[config.mk]
export PLATFORM = sky130hd
export DESIGN_NAME = fire_line_scheduler
export DESIGN_NICKNAME = d
export VERILOG_FILES = /design/src/rtl/fire_sched_pkg.sv /design/src/rtl/fire_trig_queue.sv /design/src/rtl/fire_line_scheduler.sv
export SDC_FILE = /design/constraint.sdc
export NUM_CORES = 1
export LEC_CHECK = 0
export BUFFER_PORTS_ARGS = -buffer_cell sky130_fd_sc_hd__buf_2
export CORE_MARGIN = 10
export CORE_UTILIZATION = 54
export CTS_BUF_LIST = sky130_fd_sc_hd__clkbuf_16
export CTS_CLUSTER_SIZE = 28
export DETAILED_ROUTE_END_ITERATION = 10
export PLACE_DENSITY = 0.78
export SYNTH_ARGS = -nofsm -noshare
export SYNTH_HDL_FRONTEND = slang
export SYNTH_HIERARCHICAL = 1
export SYNTH_SLANG_ARGS = --single-unit
export TNS_END_PERCENT = 100
[constraint.sdc]
create_clock -name clk -period 2.9 [get_ports clk]
set_input_delay 0 -clock clk [delete_from_list [all_inputs] [get_ports clk]]
set_output_delay 0 -clock clk [all_outputs]
set_load 0.01 [all_outputs]
[src/rtl/fire_sched_pkg.sv]
// -----------------------------------------------------------------------------
// fire_sched_pkg
// Shared definitions for the fire-line scheduler: FSM state encoding, default
// timing constants and small elaboration-time helpers.
// Optional feature macro: FIRE_SHIFT_TIMEOUT_EN (uses DefTimeoutCyc).
// -----------------------------------------------------------------------------
package fire_sched_pkg;

   typedef enum logic [2:0] {
      StIdle  = 3'd0,
      StReq   = 3'd1,
      StAck   = 3'd2,
      StShift = 3'd3,
      StLat   = 3'd4,
      StGap   = 3'd5
   } sched_state_e;

   localparam int unsigned DefLatWidth   = 8;
   localparam int unsigned DefMinGap     = 16;
   localparam int unsigned DefCntW       = 16;
   localparam int unsigned DefTimeoutCyc = 4096;

   // Bits needed to hold values 0..max_val (at least one bit).
   function automatic int unsigned cyc_width(input int unsigned max_val);
      return (max_val == 0) ? 1 : $clog2(max_val + 1);
   endfunction

   function automatic int unsigned max3(input int unsigned a, input int unsigned b,
                                        input int unsigned c);
      int unsigned m;
      m = (a > b) ? a : b;
      return (m > c) ? m : c;
   endfunction

endpackage

[src/rtl/fire_trig_queue.sv]
// -----------------------------------------------------------------------------
// fire_trig_queue
// One-deep trigger queue with sticky overrun flag for the fire-line scheduler.
//
// Ports:
//   clk, rst     clock, asynchronous active-high reset
//   trig         qualified fire trigger (already gated by enable / !done)
//   start        scheduler leaves IDLE this cycle (consumes any pending entry)
//   flush        drop the pending entry (enable low or shift timeout)
//   overrun_clr  clears the overrun flag; a simultaneous set wins
//   pending      a trigger is waiting for the current line to finish
//   overrun      sticky: a trigger arrived while the queue was full
// -----------------------------------------------------------------------------
module fire_trig_queue
   import fire_sched_pkg::*;
(
   input  logic clk,
   input  logic rst,
   input  logic trig,
   input  logic start,
   input  logic flush,
   input  logic overrun_clr,
   output logic pending,
   output logic overrun
);

   logic pending_q, pending_d;
   logic overrun_q, overrun_d;
   logic overrun_set;

   always_comb begin
      pending_d   = pending_q;
      overrun_set = 1'b0;
      if (flush) begin
         pending_d = 1'b0;
      end else if (start) begin
         // With an entry waiting, a trigger in the consume cycle refills the
         // queue; without one, that trigger is the one starting the line.
         pending_d = pending_q & trig;
      end else if (trig) begin
         if (pending_q) begin
            overrun_set = 1'b1;
         end else begin
            pending_d = 1'b1;
         end
      end

      overrun_d = overrun_q;
      if (overrun_set) begin
         overrun_d = 1'b1;
      end else if (overrun_clr) begin
         overrun_d = 1'b0;
      end
   end

   always_ff @(posedge clk or posedge rst) begin
      if (rst) begin
         pending_q <= 1'b0;
         overrun_q <= 1'b0;
      end else begin
         pending_q <= pending_d;
         overrun_q <= overrun_d;
      end
   end

   assign pending = pending_q;
   assign overrun = overrun_q;

endmodule

[src/rtl/fire_line_scheduler.sv]
// -----------------------------------------------------------------------------
// fire_line_scheduler
// Per-line sequencer between encoder fire triggers and the head data-shift
// engine: request a shift, wait for the engine to run, pulse the head latch,
// start the waveform generator, then hold a guard gap. Also counts lines,
// queues one trigger, flags overruns and reports pass completion.
//
// Optional feature macro: FIRE_SHIFT_TIMEOUT_EN adds parameter TIMEOUT_CYC and
// sticky output timeout; ACK/SHIFT then abort to IDLE after TIMEOUT_CYC cycles.
//
// Ports:
//   clk, rst     clock, asynchronous active-high reset
//   enable       pass enable (level)
//   fire_trig    single-cycle encoder fire pulse
//   line_total   lines in pass, 0 = unlimited
//   head_idle    shift engine idle flag
//   overrun_clr  clears overrun (and timeout when present)
//   sck_req      shift request to engine
//   lat_o        head latch pulse, LAT_WIDTH cycles
//   wave_start   single-cycle waveform start
//   busy         scheduler not in IDLE
//   line_cnt     lines completed in current pass
//   done         pass complete (level)
//   overrun      sticky: trigger lost
//   timeout      sticky: shift engine did not finish (macro only)
// -----------------------------------------------------------------------------
module fire_line_scheduler
   import fire_sched_pkg::*;
#(
   parameter int unsigned LAT_WIDTH   = DefLatWidth,
   parameter int unsigned MIN_GAP     = DefMinGap,
   parameter int unsigned CNT_W       = DefCntW
`ifdef FIRE_SHIFT_TIMEOUT_EN
   ,
   parameter int unsigned TIMEOUT_CYC = DefTimeoutCyc
`endif
) (
   input  logic             clk,
   input  logic             rst,
   input  logic             enable,
   input  logic             fire_trig,
   input  logic [CNT_W-1:0] line_total,
   input  logic             head_idle,
   input  logic             overrun_clr,
   output logic             sck_req,
   output logic             lat_o,
   output logic             wave_start,
   output logic             busy,
   output logic [CNT_W-1:0] line_cnt,
   output logic             done,
   output logic             overrun
`ifdef FIRE_SHIFT_TIMEOUT_EN
   ,
   output logic             timeout
`endif
);

`ifdef FIRE_SHIFT_TIMEOUT_EN
   localparam int unsigned CycMax = max3(LAT_WIDTH, MIN_GAP, TIMEOUT_CYC);
`else
   localparam int unsigned CycMax = max3(LAT_WIDTH, MIN_GAP, 0);
`endif
   localparam int unsigned     CycW    = cyc_width(CycMax);
   localparam logic [CycW-1:0] LatLast = CycW'(LAT_WIDTH - 1);
   localparam logic [CycW-1:0] GapLast = CycW'((MIN_GAP == 0) ? 0 : MIN_GAP - 1);
`ifdef FIRE_SHIFT_TIMEOUT_EN
   localparam logic [CycW-1:0] TmoLast = CycW'(TIMEOUT_CYC - 1);
`endif

   sched_state_e     state_q, state_d;
   logic [CycW-1:0]  cyc_q, cyc_d;
   logic [CNT_W-1:0] line_cnt_q, line_cnt_d;
   logic             done_q, done_d;
   logic             wave_q;
   logic             pending;
   logic             trig_ok;
   logic             start;
   logic             lat_entry;
   logic             lat_done;
   logic             flush;
   logic             tmo_hit;

   // Triggers count only while enabled and the pass is not finished.
   assign trig_ok = fire_trig & enable & ~done_q;

   // ---------------------------------------------------------------------------
   // Next-state logic
   // ---------------------------------------------------------------------------
   always_comb begin
      state_d   = state_q;
      start     = 1'b0;
      lat_entry = 1'b0;
      lat_done  = 1'b0;
      tmo_hit   = 1'b0;
      unique case (state_q)
         StIdle: begin
            if (enable && !done_q && (fire_trig || pending)) begin
               state_d = StReq;
               start   = 1'b1;
            end
         end
         StReq: begin
            state_d = StAck;
         end
         StAck: begin
            // head_idle may still be high here; only its fall means the
            // engine took the request.
            if (!head_idle) begin
               state_d = StShift;
            end
`ifdef FIRE_SHIFT_TIMEOUT_EN
            else if (cyc_q == TmoLast) begin
               tmo_hit = 1'b1;
               state_d = StIdle;
            end
`endif
         end
         StShift: begin
            if (head_idle) begin
               state_d   = StLat;
               lat_entry = 1'b1;
            end
`ifdef FIRE_SHIFT_TIMEOUT_EN
            else if (cyc_q == TmoLast) begin
               tmo_hit = 1'b1;
               state_d = StIdle;
            end
`endif
         end
         StLat: begin
            if (cyc_q == LatLast) begin
               lat_done = 1'b1;
               state_d  = (MIN_GAP == 0) ? StIdle : StGap;
            end
         end
         StGap: begin
            if (cyc_q == GapLast) begin
               state_d = StIdle;
            end
         end
         default: begin
            state_d = StIdle;
         end
      endcase
   end

   // Shared cycle counter: restarts on each state change, except ACK->SHIFT so
   // the shift timeout spans both waiting states.
   always_comb begin
      cyc_d = cyc_q + 1'b1;
      if ((state_d != state_q) && !((state_q == StAck) && (state_d == StShift))) begin
         cyc_d = '0;
      end
   end

   // ---------------------------------------------------------------------------
   // Line counter and pass completion
   // ---------------------------------------------------------------------------
   always_comb begin
      line_cnt_d = line_cnt_q;
      done_d     = done_q;
      if (lat_entry) begin
         line_cnt_d = line_cnt_q + CNT_W'(1);
         if ((line_total != '0) && (line_cnt_d == line_total)) begin
            done_d = 1'b1;
         end
      end else if ((state_q == StIdle) && !enable) begin
         line_cnt_d = '0;
         done_d     = 1'b0;
      end
   end

   always_ff @(posedge clk or posedge rst) begin
      if (rst) begin
         state_q    <= StIdle;
         cyc_q      <= '0;
         line_cnt_q <= '0;
         done_q     <= 1'b0;
         wave_q     <= 1'b0;
      end else begin
         state_q    <= state_d;
         cyc_q      <= cyc_d;
         line_cnt_q <= line_cnt_d;
         done_q     <= done_d;
         // Pulses in the first cycle after the latch, whether or not a gap follows.
         wave_q     <= lat_done;
      end
   end

`ifdef FIRE_SHIFT_TIMEOUT_EN
   logic timeout_q;

   always_ff @(posedge clk or posedge rst) begin
      if (rst) begin
         timeout_q <= 1'b0;
      end else if (tmo_hit) begin
         timeout_q <= 1'b1;
      end else if (overrun_clr) begin
         timeout_q <= 1'b0;
      end
   end

   assign timeout = timeout_q;
   assign flush   = ~enable | tmo_hit;
`else
   assign flush   = ~enable | tmo_hit;
`endif

   // ---------------------------------------------------------------------------
   // Trigger queue
   // ---------------------------------------------------------------------------
   fire_trig_queue u_queue (
      .clk         (clk),
      .rst         (rst),
      .trig        (trig_ok),
      .start       (start),
      .flush       (flush),
      .overrun_clr (overrun_clr),
      .pending     (pending),
      .overrun     (overrun)
   );

   // Decoded from state so reset removes them without waiting for a clock.
   assign sck_req    = (state_q == StReq);
   assign lat_o      = (state_q == StLat);
   assign busy       = (state_q != StIdle);
   assign wave_start = wave_q;
   assign line_cnt   = line_cnt_q;
   assign done       = done_q;

endmodule
* Word-level counts from Yosys, hierarchy flattened
Index checks and enable logic that the tools add are counted. Widths: inputs -> output; s select.
Storage, ports and cells: bits in registers 28, logic and storage cells 68, input bits 22, output and inout port bits 22
Operators by class: bitwise logic cells 4, equality and inequality tests 12, muxes and demuxes 27, reductions and logical operators 16, $add $sub $neg 2
Operators by type and width (number):
- $mux 16 | 2
- $mux 1 | 18
- $pmux 3 s6 | 1
- $add 16x1->16 const B | 1
- $eq 16x16->1 | 1
- $reduce_bool 16->1 | 1
- $mux 3 | 5
- $eq 3x2->1 const B | 3
- $eq 3x3->1 const B | 2
- $logic_and 1x1->1 | 6
- $add 5x1->5 const B | 1
- $eq 5x3->1 const B | 1
- $eq 5x4->1 const B | 1
- $mux 5 | 1
- $reduce_bool 2->1 | 2
- $and 1x1->1 | 3
- $eq 3x1->1 const B | 1
- $logic_not 1->1 | 3
- $logic_not 3->1 | 1
- $ne 3x1->1 const B | 1
- $ne 3x3->1 | 1
- $reduce_bool 3->1 | 1
- $ne 2x1->1 const B | 1
- $reduce_and 2->1 | 1
- 2 further kinds | 2

* Logic depth before layout (Yosys ltp)
word-level depth 10, depth in mapped cells 8, gate-level depth less buffers 7

* Hierarchy
Netlist, hierarchy kept.
Modules (own cells, without submodules):
- fire_line_scheduler | cells an instance 224, sequential area each 650.6 µm², area each 1866.8 µm², instances 1
- fire_trig_queue | cells an instance 9, sequential area each 50.0 µm², area each 98.8 µm², instances 1

* Worst setup path after synthesis
No wires, ideal clock.
path kind reg2reg, from register line_cnt_q[0] (netlist: line_cnt[0]), to register done_q (netlist: done), setup time 0.092 ns, data required time 2.808 ns, clock period less this slack 2.397 ns, stages on the path, launching flop included 9, buffers on the path 1, slack 0.503 ns, arrival 2.305 ns, cell sequence dfrtp_1 ha_1 clkbuf_1 nand3_2 nor4_2 nor2_1 a2111oi_2 nand4_1 o31ai_2
Between the ends: cells in the longest elaborated chain, start to end 5
Ends and longest elaborated chain:
- start, declared | RTL line fire_line_scheduler.sv:72 | logic [CNT_W-1:0] line_cnt_q, line_cnt_d;
- start signal, assigned | RTL line fire_line_scheduler.sv:183 | line_cnt_q <= line_cnt_d;
- $add 16x1->16 | RTL line fire_line_scheduler.sv:163 | line_cnt_d = line_cnt_q + CNT_W'(1);
- $eq 16x16->1 | RTL line fire_line_scheduler.sv:164 | if ((line_total != '0) && (line_cnt_d == line_total)) begin
- $logic_and 1x1->1 | RTL line fire_line_scheduler.sv:164
- $ne 2x1->1 (no line)
- $reduce_and 2->1 (no line)
- end signal, assigned | RTL line fire_line_scheduler.sv:184 | done_q <= done_d;
- end, declared | RTL line fire_line_scheduler.sv:73 | logic done_q, done_d;
No other way between the ends. A chain may end at the register's enable or synchronous reset.

* Final worst setup path
Ends and elaborated chain as after synthesis.

==> results.sh <==
export IMPL_outcome="completed"
export IMPL_cpPeakStageDelay_ns=0.51
export IMPL_synth_edff_count=0
export IMPL_clk_pin_slew_ns=0.07
export IMPL_antenna_left=0
export IMPL_rows=21
export IMPL_hold_depth=3
export IMPL_fin_util=0.681
export IMPL_yosys_area_share_simple=0.285
export IMPL_ys_ff_latch=28
export IMPL_max_freq_mhz=395
export IMPL_core_um2=3420
export IMPL_critPathCaptureType="register"
export IMPL_cp_slowest_cell="dfrtp_1"
export IMPL_cts_tree="built"
export IMPL_fin_crit_sh=0.873
export IMPL_antenna_found_initial=0
export IMPL_crit_chain="ha_1 > nand3_2 > nor4_2 > nor2_1 > a2111oi_2 > nand4_1 > o31ai_2"
export IMPL_dp_cells=312
export IMPL_min_to="u_queue/pending"
export IMPL_antenna_cells=0
export IMPL_clk_path_buf_depth=2
export IMPL_ys_async_sr_fraction=1.00
export IMPL_clock_latency_ns=0.27
export IMPL_p_int_w=0.000898
export IMPL_critPathBufInv=0
export IMPL_ys_flop_type="dfrtp_1"
export IMPL_ios=44
export IMPL_post_place_ws_ns=0.392
export IMPL_critical_path_class="reg -> reg"
export IMPL_synthTopCellsByArea="dfrtp_1, o21ai_0, xnor2_1, nor2_1, nand2_1"
export IMPL_reg2reg_depth=7
export IMPL_r2r_start="line_cnt[0]"
export IMPL_tightest_slew_ns=1.00
export IMPL_maxSlewViolCount=0
export IMPL_drv_cap=0
export IMPL_r2r_setup_slack_ns=0.37
export IMPL_drc_errors=0
export IMPL_syn_inst=233
export IMPL_rsz0062_at_grt="false"
export IMPL_cts_resized=0
export IMPL_yosysMostFrequentCell="o21ai_0"
export IMPL_grt_max_degree=27
export IMPL_switching_share=0.341
export IMPL_synth_compound_area_frac=0.220
export IMPL_netlist_area_um2=1970
export IMPL_dpl_hpwl_um=3710
export IMPL_p_seq_frac=0.390
export IMPL_drt_iter0_markers=127
export IMPL_routed_wl_um=5100
export IMPL_die_h_um=80.3
export IMPL_vias=1895
export IMPL_power_switching_w=0.000466
export IMPL_instances_no_fill=318
export IMPL_synth_top_family_by_area="simple AND/OR/NAND/NOR gates"
export IMPL_firstDrtPassIters=4
export IMPL_finalClockSkew_ns=0.00309
export IMPL_track_usage=0.157
export IMPL_combPwrFrac=0.305
export IMPL_hold_path_startpoint="enable"
export IMPL_hold_buffers=2
export IMPL_hp_class="in -> reg"
export IMPL_h_tree_depth=1
export IMPL_overflow=0
export IMPL_nFillCells=284
export IMPL_power_density_nw_per_um2=586
export IMPL_synth_net_count=258
export IMPL_portBuffers=43
export IMPL_synth_area_per_cell_um2=8.44
export IMPL_finalSetupViolCount=0
export IMPL_synth_area_mux_share=0
export IMPL_drive_gt1_frac=0.232
export IMPL_rr_endpoint="done"
export IMPL_start_util=0.575
export IMPL_synth_top_area_share=0.356
export IMPL_synth_area_leader_cell="dfrtp_1"
export IMPL_die_w_um=80.3
export IMPL_cts_sinks=28
export IMPL_placed_area_um2=2200
export IMPL_dieArea_um2=6450
export IMPL_cts_buffers=3
export IMPL_synth_cell_types=53
export IMPL_synth_common_cells="o21ai_0, dfrtp_1, nor2_1"
export IMPL_viasPerCell=5.96
export IMPL_final_area_um2=2330
export IMPL_layout_min_cycle_time_ns=2.53
export IMPL_grt_pass1_vias=1699
export IMPL_required_ns=3.08
export IMPL_final_hold_viol_count=0
export IMPL_crit_path_start_kind="register"
export IMPL_crit_arrival_ns=2.71
export IMPL_layout_setup_ws_ns=0.367
export IMPL_cp_top_family="simple AND/OR/NAND/NOR gates"
export IMPL_area_growth_pct=18.3
export IMPL_grt_pass1_wl_um=8120
export IMPL_path_max_fanout=9
export IMPL_synth_xor_area_frac=0.0802
export IMPL_ys_warn_count=6
export IMPL_clock_power_share=0.305
export IMPL_ir_worst_vdd_mv=0.425
export IMPL_cts_root_buf="clkbuf_16"
export IMPL_gp_congestion=0.941
export IMPL_nets=298
export IMPL_power_leakage_nw=1.02
export IMPL_cts_setup_buffers=0
export IMPL_synthAdderAreaFrac=0.0191
export IMPL_yosysSeqAreaShare=0.356
export IMPL_tns_ns=0
export IMPL_wire_per_inst_um=16.0
export IMPL_slew_headroom=0.333
-- cells by family after synthesis --
kind of cell / count (synthesis)
xor gates and xnor gates: 18
DFF: 28
AOI/OAI and AO/OA: 68
buffers and inverters: 19
and+or+nand+nor: 97
adders and majority gates: 3
-- how the worst max path moves through the flow --
stage	from	to	slack, ns	depth (start not counted)
6_report	line_cnt[0]	done	0.37	7
3_5_place_dp	line_cnt[0]	done	0.39	7
3_3_place_gp	line_cnt[0]	done	0.50	7
2_1_floorplan	line_cnt[0]	done	0.50	8
4_1_cts	line_cnt[0]	done	0.39	7
5_1_grt	line_cnt[0]	done	0.11	7
-- registers in the layout, summed over array words and instances, names as in the netlist --
name and count:
line_cnt 16, cyc_q 5, state_q 3, done 1
u_queue/overrun 1, u_queue/pending 1, wave_start 1
-- power groups by stage --
stage	clock network, W	registers [W]	logic [W]
5_1_grt	0.000432	0.000547	0.000462
3_5_place_dp	0	0.000539	0.000410
4_1_cts	0.000419	0.000532	0.000417
6_report	0.000416	0.000532	0.000415
2_1_floorplan	0	0.000516	0.000298
3_3_place_gp	0	0.000536	0.000407
-- through the flow --
step	total power (W)	hold WS (ns)
after floorplan	0.000814	-0.259
after global placement	0.000943	-0.142
after detailed placement	0.000949	-0.136
after CTS	0.00137	0.0378
after global routing	0.00144	0.0451
final	0.00136	0.0375
-- placed cells by master, fill, tap and decap left out, drive strengths merged, types with 2 or more instances in the layout --
| master | instances |
|---|---|
| buf | 45 |
| o21ai | 34 |
| dfrtp | 28 |
| nor2 | 23 |
| nand2 | 18 |
| xnor2 | 12 |
| nand3 | 9 |
| a21oi | 7 |
| inv | 7 |
| nand4 | 7 |
| xor2 | 6 |
| o31ai | 6 |
| nor4 | 6 |
| a31oi | 5 |
| and3 | 4 |
| or3 | 4 |
| nor3 | 4 |
| nor2b | 3 |
| and2 | 3 |
| nand3b | 3 |
| ha | 3 |
| clkbuf | 3 |
| o22ai | 3 |
| a22o | 2 |
| nand2b | 2 |
| o41ai | 2 |
| nor3b | 2 |
| dlygate4sd3 | 2 |
| and4 | 2 |
| or4 | 2 |
-- metal layers --
metal / vias to the layer above / global-route usage / wire length, um
met2: 70 / 0.253 / 2400
met3: 4 / 0.0356 / 390
met5: - / 0 / 0
met4: 0 / 0.0528 / 35
li1: 934 / - / -
met1: 887 / 0.202 / 2280
-- worst min-delay path, cell delays in order --
cell and delay (ns):
buf_2 0.12, inv_1 0.07, o22ai_2 0.08
-- cell type report --
class,instances,area [um2],share of cell area
Clock buffer,3,75.1,0.0323
Clock inverter,1,30.0,0.0129
Inverter,7,26.3,0.0113
Multi-Input combinational cell,186,1190,0.510
Sequential cell,28,701,0.301
Tap cell,46,57.6,0.0247
Timing Repair Buffer,47,250,0.108
No activity file was read; power rests on OpenSTA's default activity.
